==> config.mk <==
export PLATFORM = sky130hd
export DESIGN_NAME = console_uart_tx
export DESIGN_NICKNAME = d
export VERILOG_FILES = /design/src/rtl/console_pkg.sv /design/src/rtl/console_fifo.sv /design/src/rtl/console_uart_tx.sv
export SDC_FILE = /design/constraint.sdc
export NUM_CORES = 1
export LEC_CHECK = 0
export BUFFER_PORTS_ARGS = -buffer_cell sky130_fd_sc_hd__buf_2
export CORE_MARGIN = 5
export CORE_UTILIZATION = 32
export CTS_BUF_LIST = sky130_fd_sc_hd__clkbuf_4 sky130_fd_sc_hd__clkbuf_8
export DETAILED_ROUTE_END_ITERATION = 8
export GPL_ROUTABILITY_DRIVEN = 0
export PLACE_DENSITY = 0.5
export SLEW_MARGIN = 40
export SYNTH_ARGS = -nofsm -noshare
export SYNTH_HDL_FRONTEND = slang
export SYNTH_SLANG_ARGS = --single-unit
==> constraint.sdc <==
create_clock -name clk -period 3.3 [get_ports clk]
set_clock_uncertainty 0.15 [all_clocks]
set_input_delay 0.495 -clock clk [delete_from_list [all_inputs] [get_ports clk]]
set_output_delay 0.495 -clock clk [all_outputs]
set_load 0.02 [all_outputs]
==> src/rtl/console_pkg.sv <==
// Shared constants and types for the memory-mapped console transmitter:
// default register addresses, status word bit positions and serialiser states.
package console_pkg;

  localparam logic [31:0] DEF_ADDR_DATA = 32'h1000_0000;
  localparam logic [31:0] DEF_ADDR_STAT = 32'h1000_0004;

  localparam int STAT_BUSY      = 0;
  localparam int STAT_FULL      = 1;
  localparam int STAT_EMPTY     = 2;
  localparam int STAT_COUNT_LSB = 8;

  typedef enum logic [1:0] {
    IDLE  = 2'd0,
    START = 2'd1,
    DATA  = 2'd2,
    STOP  = 2'd3
  } tx_state_e;

endpackage

==> src/rtl/console_fifo.sv <==
// Single-clock byte FIFO, show-ahead read (pop_dat_o valid whenever not empty).
// Push while full and pop while empty are ignored; count saturates at DEPTH.
module console_fifo #(
  parameter int WIDTH = 8,
  parameter int DEPTH = 16
) (
  input  logic                       clk,
  input  logic                       rst,
  input  logic                       push_i,
  input  logic [WIDTH-1:0]           push_dat_i,
  input  logic                       pop_i,
  output logic [WIDTH-1:0]           pop_dat_o,
  output logic                       full_o,
  output logic                       empty_o,
  output logic [$clog2(DEPTH):0]     count_o
);

  localparam int AW = $clog2(DEPTH);
  localparam int CW = AW + 1;

  logic [WIDTH-1:0] mem_q [DEPTH];
  logic [AW-1:0]    wr_ptr_q;
  logic [AW-1:0]    rd_ptr_q;
  logic [CW-1:0]    count_q;
  logic             do_push;
  logic             do_pop;

  assign full_o    = (count_q == CW'(DEPTH));
  assign empty_o   = (count_q == '0);
  assign count_o   = count_q;
  assign do_push   = push_i && !full_o;
  assign do_pop    = pop_i && !empty_o;
  assign pop_dat_o = mem_q[rd_ptr_q];

  // DEPTH is a power of two, so the pointers wrap naturally.
  always_ff @(posedge clk or posedge rst) begin
    if (rst) begin
      wr_ptr_q <= '0;
      rd_ptr_q <= '0;
      count_q  <= '0;
    end else begin
      if (do_push) wr_ptr_q <= wr_ptr_q + 1'b1;
      if (do_pop)  rd_ptr_q <= rd_ptr_q + 1'b1;
      case ({do_push, do_pop})
        2'b10:   count_q <= count_q + 1'b1;
        2'b01:   count_q <= count_q - 1'b1;
        default: count_q <= count_q;
      endcase
    end
  end

  always_ff @(posedge clk) begin
    if (do_push) mem_q[wr_ptr_q] <= push_dat_i;
  end

endmodule

==> src/rtl/console_uart_tx.sv <==
// PicoRV32-bus console: byte writes to the data register are queued and sent 8N1 on tx.
// mem_ready is a registered 1-cycle pulse; a data write into a full FIFO stalls until a pop.
module console_uart_tx
  import console_pkg::*;
#(
  parameter int          CLK_DIV    = 868,
  parameter int          FIFO_DEPTH = 16,
  parameter logic [31:0] ADDR_DATA  = DEF_ADDR_DATA,
  parameter logic [31:0] ADDR_STAT  = DEF_ADDR_STAT
) (
  input  logic        clk,
  input  logic        reset,
  input  logic        mem_valid,
  input  logic [31:0] mem_addr,
  input  logic [31:0] mem_wdata,
  input  logic [3:0]  mem_wstrb,
  output logic        mem_ready,
  output logic [31:0] mem_rdata,
  output logic        tx
);

  localparam int          CW     = $clog2(FIFO_DEPTH) + 1;
  localparam logic [15:0] DIV_M1 = 16'(CLK_DIV - 1);

  logic          fifo_push;
  logic          fifo_pop;
  logic [7:0]    fifo_dat;
  logic          fifo_full;
  logic          fifo_empty;
  logic [CW-1:0] fifo_count;

  logic          hit_data;
  logic          hit_stat;
  logic          is_write;
  logic          stall;
  logic          accept;
  logic [31:0]   stat_word;
  logic          unused_wdata;

  logic          mem_ready_q, mem_ready_d;
  logic [31:0]   mem_rdata_q, mem_rdata_d;

  tx_state_e     state_q, state_d;
  logic [15:0]   cnt_q, cnt_d;
  logic [2:0]    idx_q, idx_d;
  logic [7:0]    shift_q, shift_d;
  logic          tx_q, tx_d;

  console_fifo #(
    .WIDTH (8),
    .DEPTH (FIFO_DEPTH)
  ) u_fifo (
    .clk        (clk),
    .rst        (reset),
    .push_i     (fifo_push),
    .push_dat_i (mem_wdata[7:0]),
    .pop_i      (fifo_pop),
    .pop_dat_o  (fifo_dat),
    .full_o     (fifo_full),
    .empty_o    (fifo_empty),
    .count_o    (fifo_count)
  );

  assign unused_wdata = ^mem_wdata[31:8];

  // Bus decode. The ready pulse blocks acceptance for its own cycle so one request pushes once.
  assign hit_data  = (mem_addr == ADDR_DATA);
  assign hit_stat  = (mem_addr == ADDR_STAT);
  assign is_write  = |mem_wstrb;
  assign stall     = hit_data && mem_wstrb[0] && fifo_full;
  assign accept    = mem_valid && !mem_ready_q && (hit_data || hit_stat) && !stall;
  assign fifo_push = accept && hit_data && mem_wstrb[0];

  always_comb begin
    stat_word                           = '0;
    stat_word[STAT_BUSY]                = (state_q != IDLE);
    stat_word[STAT_FULL]                = fifo_full;
    stat_word[STAT_EMPTY]               = fifo_empty;
    stat_word[STAT_COUNT_LSB +: 8]      = 8'(fifo_count);
  end

  always_comb begin
    mem_ready_d = accept;
    mem_rdata_d = (accept && hit_stat && !is_write) ? stat_word : '0;
  end

  always_comb begin
    state_d  = state_q;
    cnt_d    = cnt_q;
    idx_d    = idx_q;
    shift_d  = shift_q;
    fifo_pop = 1'b0;
    case (state_q)
      IDLE: begin
        if (!fifo_empty) begin
          fifo_pop = 1'b1;
          shift_d  = fifo_dat;
          state_d  = START;
          cnt_d    = DIV_M1;
        end
      end
      START: begin
        if (cnt_q == 16'd0) begin
          state_d = DATA;
          idx_d   = 3'd0;
          cnt_d   = DIV_M1;
        end else begin
          cnt_d = cnt_q - 16'd1;
        end
      end
      DATA: begin
        if (cnt_q == 16'd0) begin
          cnt_d = DIV_M1;
          if (idx_q == 3'd7) state_d = STOP;
          else               idx_d   = idx_q + 3'd1;
        end else begin
          cnt_d = cnt_q - 16'd1;
        end
      end
      STOP: begin
        if (cnt_q == 16'd0) begin
          state_d = IDLE;
          cnt_d   = DIV_M1;
        end else begin
          cnt_d = cnt_q - 16'd1;
        end
      end
      default: state_d = IDLE;
    endcase

    // tx is registered from next state so the pin is glitch-free and tracks the FSM cycle-exactly.
    case (state_d)
      START:   tx_d = 1'b0;
      DATA:    tx_d = shift_d[idx_d];
      default: tx_d = 1'b1;
    endcase
  end

  always_ff @(posedge clk or posedge reset) begin
    if (reset) begin
      mem_ready_q <= 1'b0;
      mem_rdata_q <= '0;
      state_q     <= IDLE;
      cnt_q       <= '0;
      idx_q       <= '0;
      shift_q     <= '0;
      tx_q        <= 1'b1;
    end else begin
      mem_ready_q <= mem_ready_d;
      mem_rdata_q <= mem_rdata_d;
      state_q     <= state_d;
      cnt_q       <= cnt_d;
      idx_q       <= idx_d;
      shift_q     <= shift_d;
      tx_q        <= tx_d;
    end
  end

  assign mem_ready = mem_ready_q;
  assign mem_rdata = mem_rdata_q;
  assign tx        = tx_q;

endmodule

==> impl_metrics.yaml <==
status:
  status: "completed"
critical_path:
  reg2reg_depth: 7
  crit_path_end: "tx"
  crit_start: "cnt_q[7]"
  cp-end-kind: "flop"
  crit_slowest_cell: "or4_1"
  r2r_setup_slack_ns: 0.15
  worstReg2RegEnd: "tx"
  critPathMaxStageDelay_ns: 0.61
  cp.depth: 7
  start_kind: "flop"
  arrival_ns: 3.40
  cp_num_buf_inv: 0
  path_max_fanout: 7
  critical-path-top-delay-family: "simple AND/OR/NAND/NOR gates"
  cp.required_ns: 3.55
  critPathKind: "reg2reg"
  rr_startpoint: "cnt_q[7]"
  crit_chain: "or4_1 -> or4_4 -> o211a_2 -> or3_1 -> o2bb2a_1 -> and3_1 -> a211o_1"
sta:
  fmax_mhz: 317.3
  setup_viol: 0
  setup_ws_ns: 0.1486
  rsz0062_at_grt: "no"
  fin_crit_sh: 0.9550
  finalHoldViolations: 0
  tightest_slew_ns: 0.6108
  relSlewSlack: 0.5904
  maxSlewViolCount: 0
  layout_min_cycle_time_ns: 3.151
  setup_tns_ns: 0
routing:
  ant_nets: 0
  detail_route.wl_per_cell_um: 17.45
  vias: 4666
  drt-initial-drc-count: 264
  drt_wl_total_um: 16890
  drc: 0
  via_per_inst: 4.820
  first_pass_iters: 5
finish:
  fin_nets: 718
  n_antenna_cell: 0
  syn_to_final_growth_pct: 15.21
  finish.utilization: 0.3762
  drive_gt1_frac: 0.2531
  ff_latch_area_um2: 5147
  fin_area_um2: 9203
  multiInputGateArea_um2: 2609
  fill_cells: 2337
hold_path:
  holdCritPathClass: "in2reg"
synthesis:
  avgSynthCellArea_um2: 14.55
  synthFlopType: "edfxtp_1"
  syn_area_um2: 7988
  synthArstFlopShare: 0.2889
  yosysUniqueCellTypes: 63
  yosys_warnings: 0
  synth_seq_area_share: 0.6443
  ys_ff_latch: 180
  synthCells: 549
  synth_edf_count: 128
global_route:
  track_usage: 0.1235
  grt_antenna_before_repair: 0
  grt_pass1_wl_um: 27150
  grt_pass1_vias: 4781
  grt_max_degree: 33
  overflow: 0
clock_network:
  clock_latency_ns: 0.48
  cts.clk_slew.worst_paths_ns: 0.12
  cts_buffers: 17
  root_buffer: "clkbuf_8"
  numClockSinks: 180
  htree_levels: 4
  max-clock-path-buffers: 2
  cts_tree: "built"
placed_design:
  io_buffers: 56
  place_area_um2: 8731
  pre_cts_ws_ns: 0.04528
  dp_hpwl_um: 11430
floorplan:
  die_area_um2: 28220
  start_util: 0.3265
  fp-row-count: 57
  die_x_um: 168.0
  io_pins: 105
  fp.dieH_um: 168.0
  core_area_um2: 24460
power_and_ir_drop:
  p_per_area_nw_per_um2: 450.6
  irDropWorstVdd_v: 0.0002580
  p_leak_uw: 0.003436
job:
  cap_violations: 0
final cells by class:
type                    count  area share
multi-input cells         328      0.2835
repair buffers             86     0.05792
flip-flops and latches    180      0.5593
inverters                  18    0.007342
well taps                 324     0.04405
clock buffers              17     0.02542
clock inverters            15     0.02243
per-stage QoR:
step	hold slack (ns)	total power, µW	instances
6_report	0.1955	4146	968
3_5_place_dp	0.3099	2562	934
5_1_grt	0.1946	4296	968
2_1_floorplan	0.2899	2531	572
3_3_place_gp	0.3082	2558	934
4_1_cts	0.1686	4194	967
sequential cells by signal, summed over array words and instances, names as in the netlist:
signal           count
state_q              2
shift_q              8
u_fifo.wr_ptr_q      4
mem_ready            1
u_fifo.mem_q       128
idx_q                3
mem_rdata            8
u_fifo.rd_ptr_q      4
cnt_q               16
tx                   1
u_fifo.count_o       5
per-layer routing:
layer	global-route usage	up-vias	routed length (µm)
met5	0	-	0
met4	0.02964	0	160
met3	0.02954	11	566
met2	0.2089	76	8668
met1	0.1614	2371	7498
li1	-	2208	-
tightest hold or removal path: stages:
cell and delay [ns]:
buf_2 0.11, nand2b_1 0.08, o21a_1 0.11
cells in the mapped netlist (3+ instances only):
master    count  area share
nand3_1       4      0.0025
inv_1        18      0.0085
nor4_1       12      0.0094
edfxtp_1    128        0.48
nand2b_1      7      0.0055
buf_1         5      0.0023
o22a_1        3      0.0033
nor2_1       22       0.010
and2_1       21       0.016
or3_1         6      0.0047
and3_1        8      0.0063
a21oi_1      14      0.0088
clkbuf_1     15      0.0070
nor4b_1       4      0.0044
ha_1         16       0.025
nor2b_1       6      0.0047
dfrtp_1      51        0.16
or4_1         3      0.0028
mux4_2       32       0.090
nand4_1       3      0.0023
mux2i_1       4      0.0050
o22ai_1       8      0.0063
nor3_1        6      0.0038
nand2_1      34       0.016
o21ai_0      24       0.015
a21o_1        4      0.0038
a211oi_1      6      0.0056
buf_4        24       0.023
o31ai_1       7      0.0066
xor2_1        4      0.0044
xnor2_1      12       0.013
a31oi_1       3      0.0023
cells by family after synthesis:
logic type               share of synthesized area
AND/OR/NAND/NOR                            0.09618
flip-flops                                  0.6443
adder cells (fa/ha/maj)                    0.02506
multiplexers                               0.09853
other                                    0.0004695
AO/OA/AOI/OAI                              0.07629
buffers and inverters                      0.04167
XOR/XNOR                                   0.01754
where the power goes:
part	switching [µW]	internal, µW	leakage [µW]
registers	0.00000109	2420	0.00179
clock network	1010	619	0.000218
logic	67.7	23.1	0.00143
total	1080	3060	0.00344
how the worst min path moves through the flow:
stage	start	end	slack, ns	cells past startpoint
6_report	mem_wstrb[0]	mem_ready	0.20	3
5_1_grt	mem_wstrb[0]	mem_ready	0.19	3
4_1_cts	mem_wstrb[0]	mem_ready	0.17	3
3_5_place_dp	shift_q[4]	shift_q[4]	0.31	2
3_3_place_gp	shift_q[4]	shift_q[4]	0.31	2
2_1_floorplan	shift_q[7]	shift_q[7]	0.29	2
cell usage in the layout (no fill, tap or decap), drive strengths merged, types with 3 or more instances in the layout:
cell type and instances:
a211oi 6, nand2 34, o22a 3, or4 4
o22ai 8, nor2 22, conb 24, clkinv 4
a31oi 3, dfrtp 51, mux2i 4, and2 22
a21o 4, clkbuf 17, nor4b 4, edfxtp 128
ha 16, nor4 12, nand2b 7, nor3 6
xor2 4, nand3 4, xnor2 12, nor2b 6
and3 8, nand4 3, o21ai 25, or3 6
o31ai 7, mux4 32, a21oi 14, inv 29
buf 85
repair_timing:
action,CTS,global route
resized for setup,0,3
endpoints found under the hold margin,20,0
setup endpoints to repair,0,1
buffers inserted,0,1
hold buffers,1,0
Power figures use the tool's default switching activity.
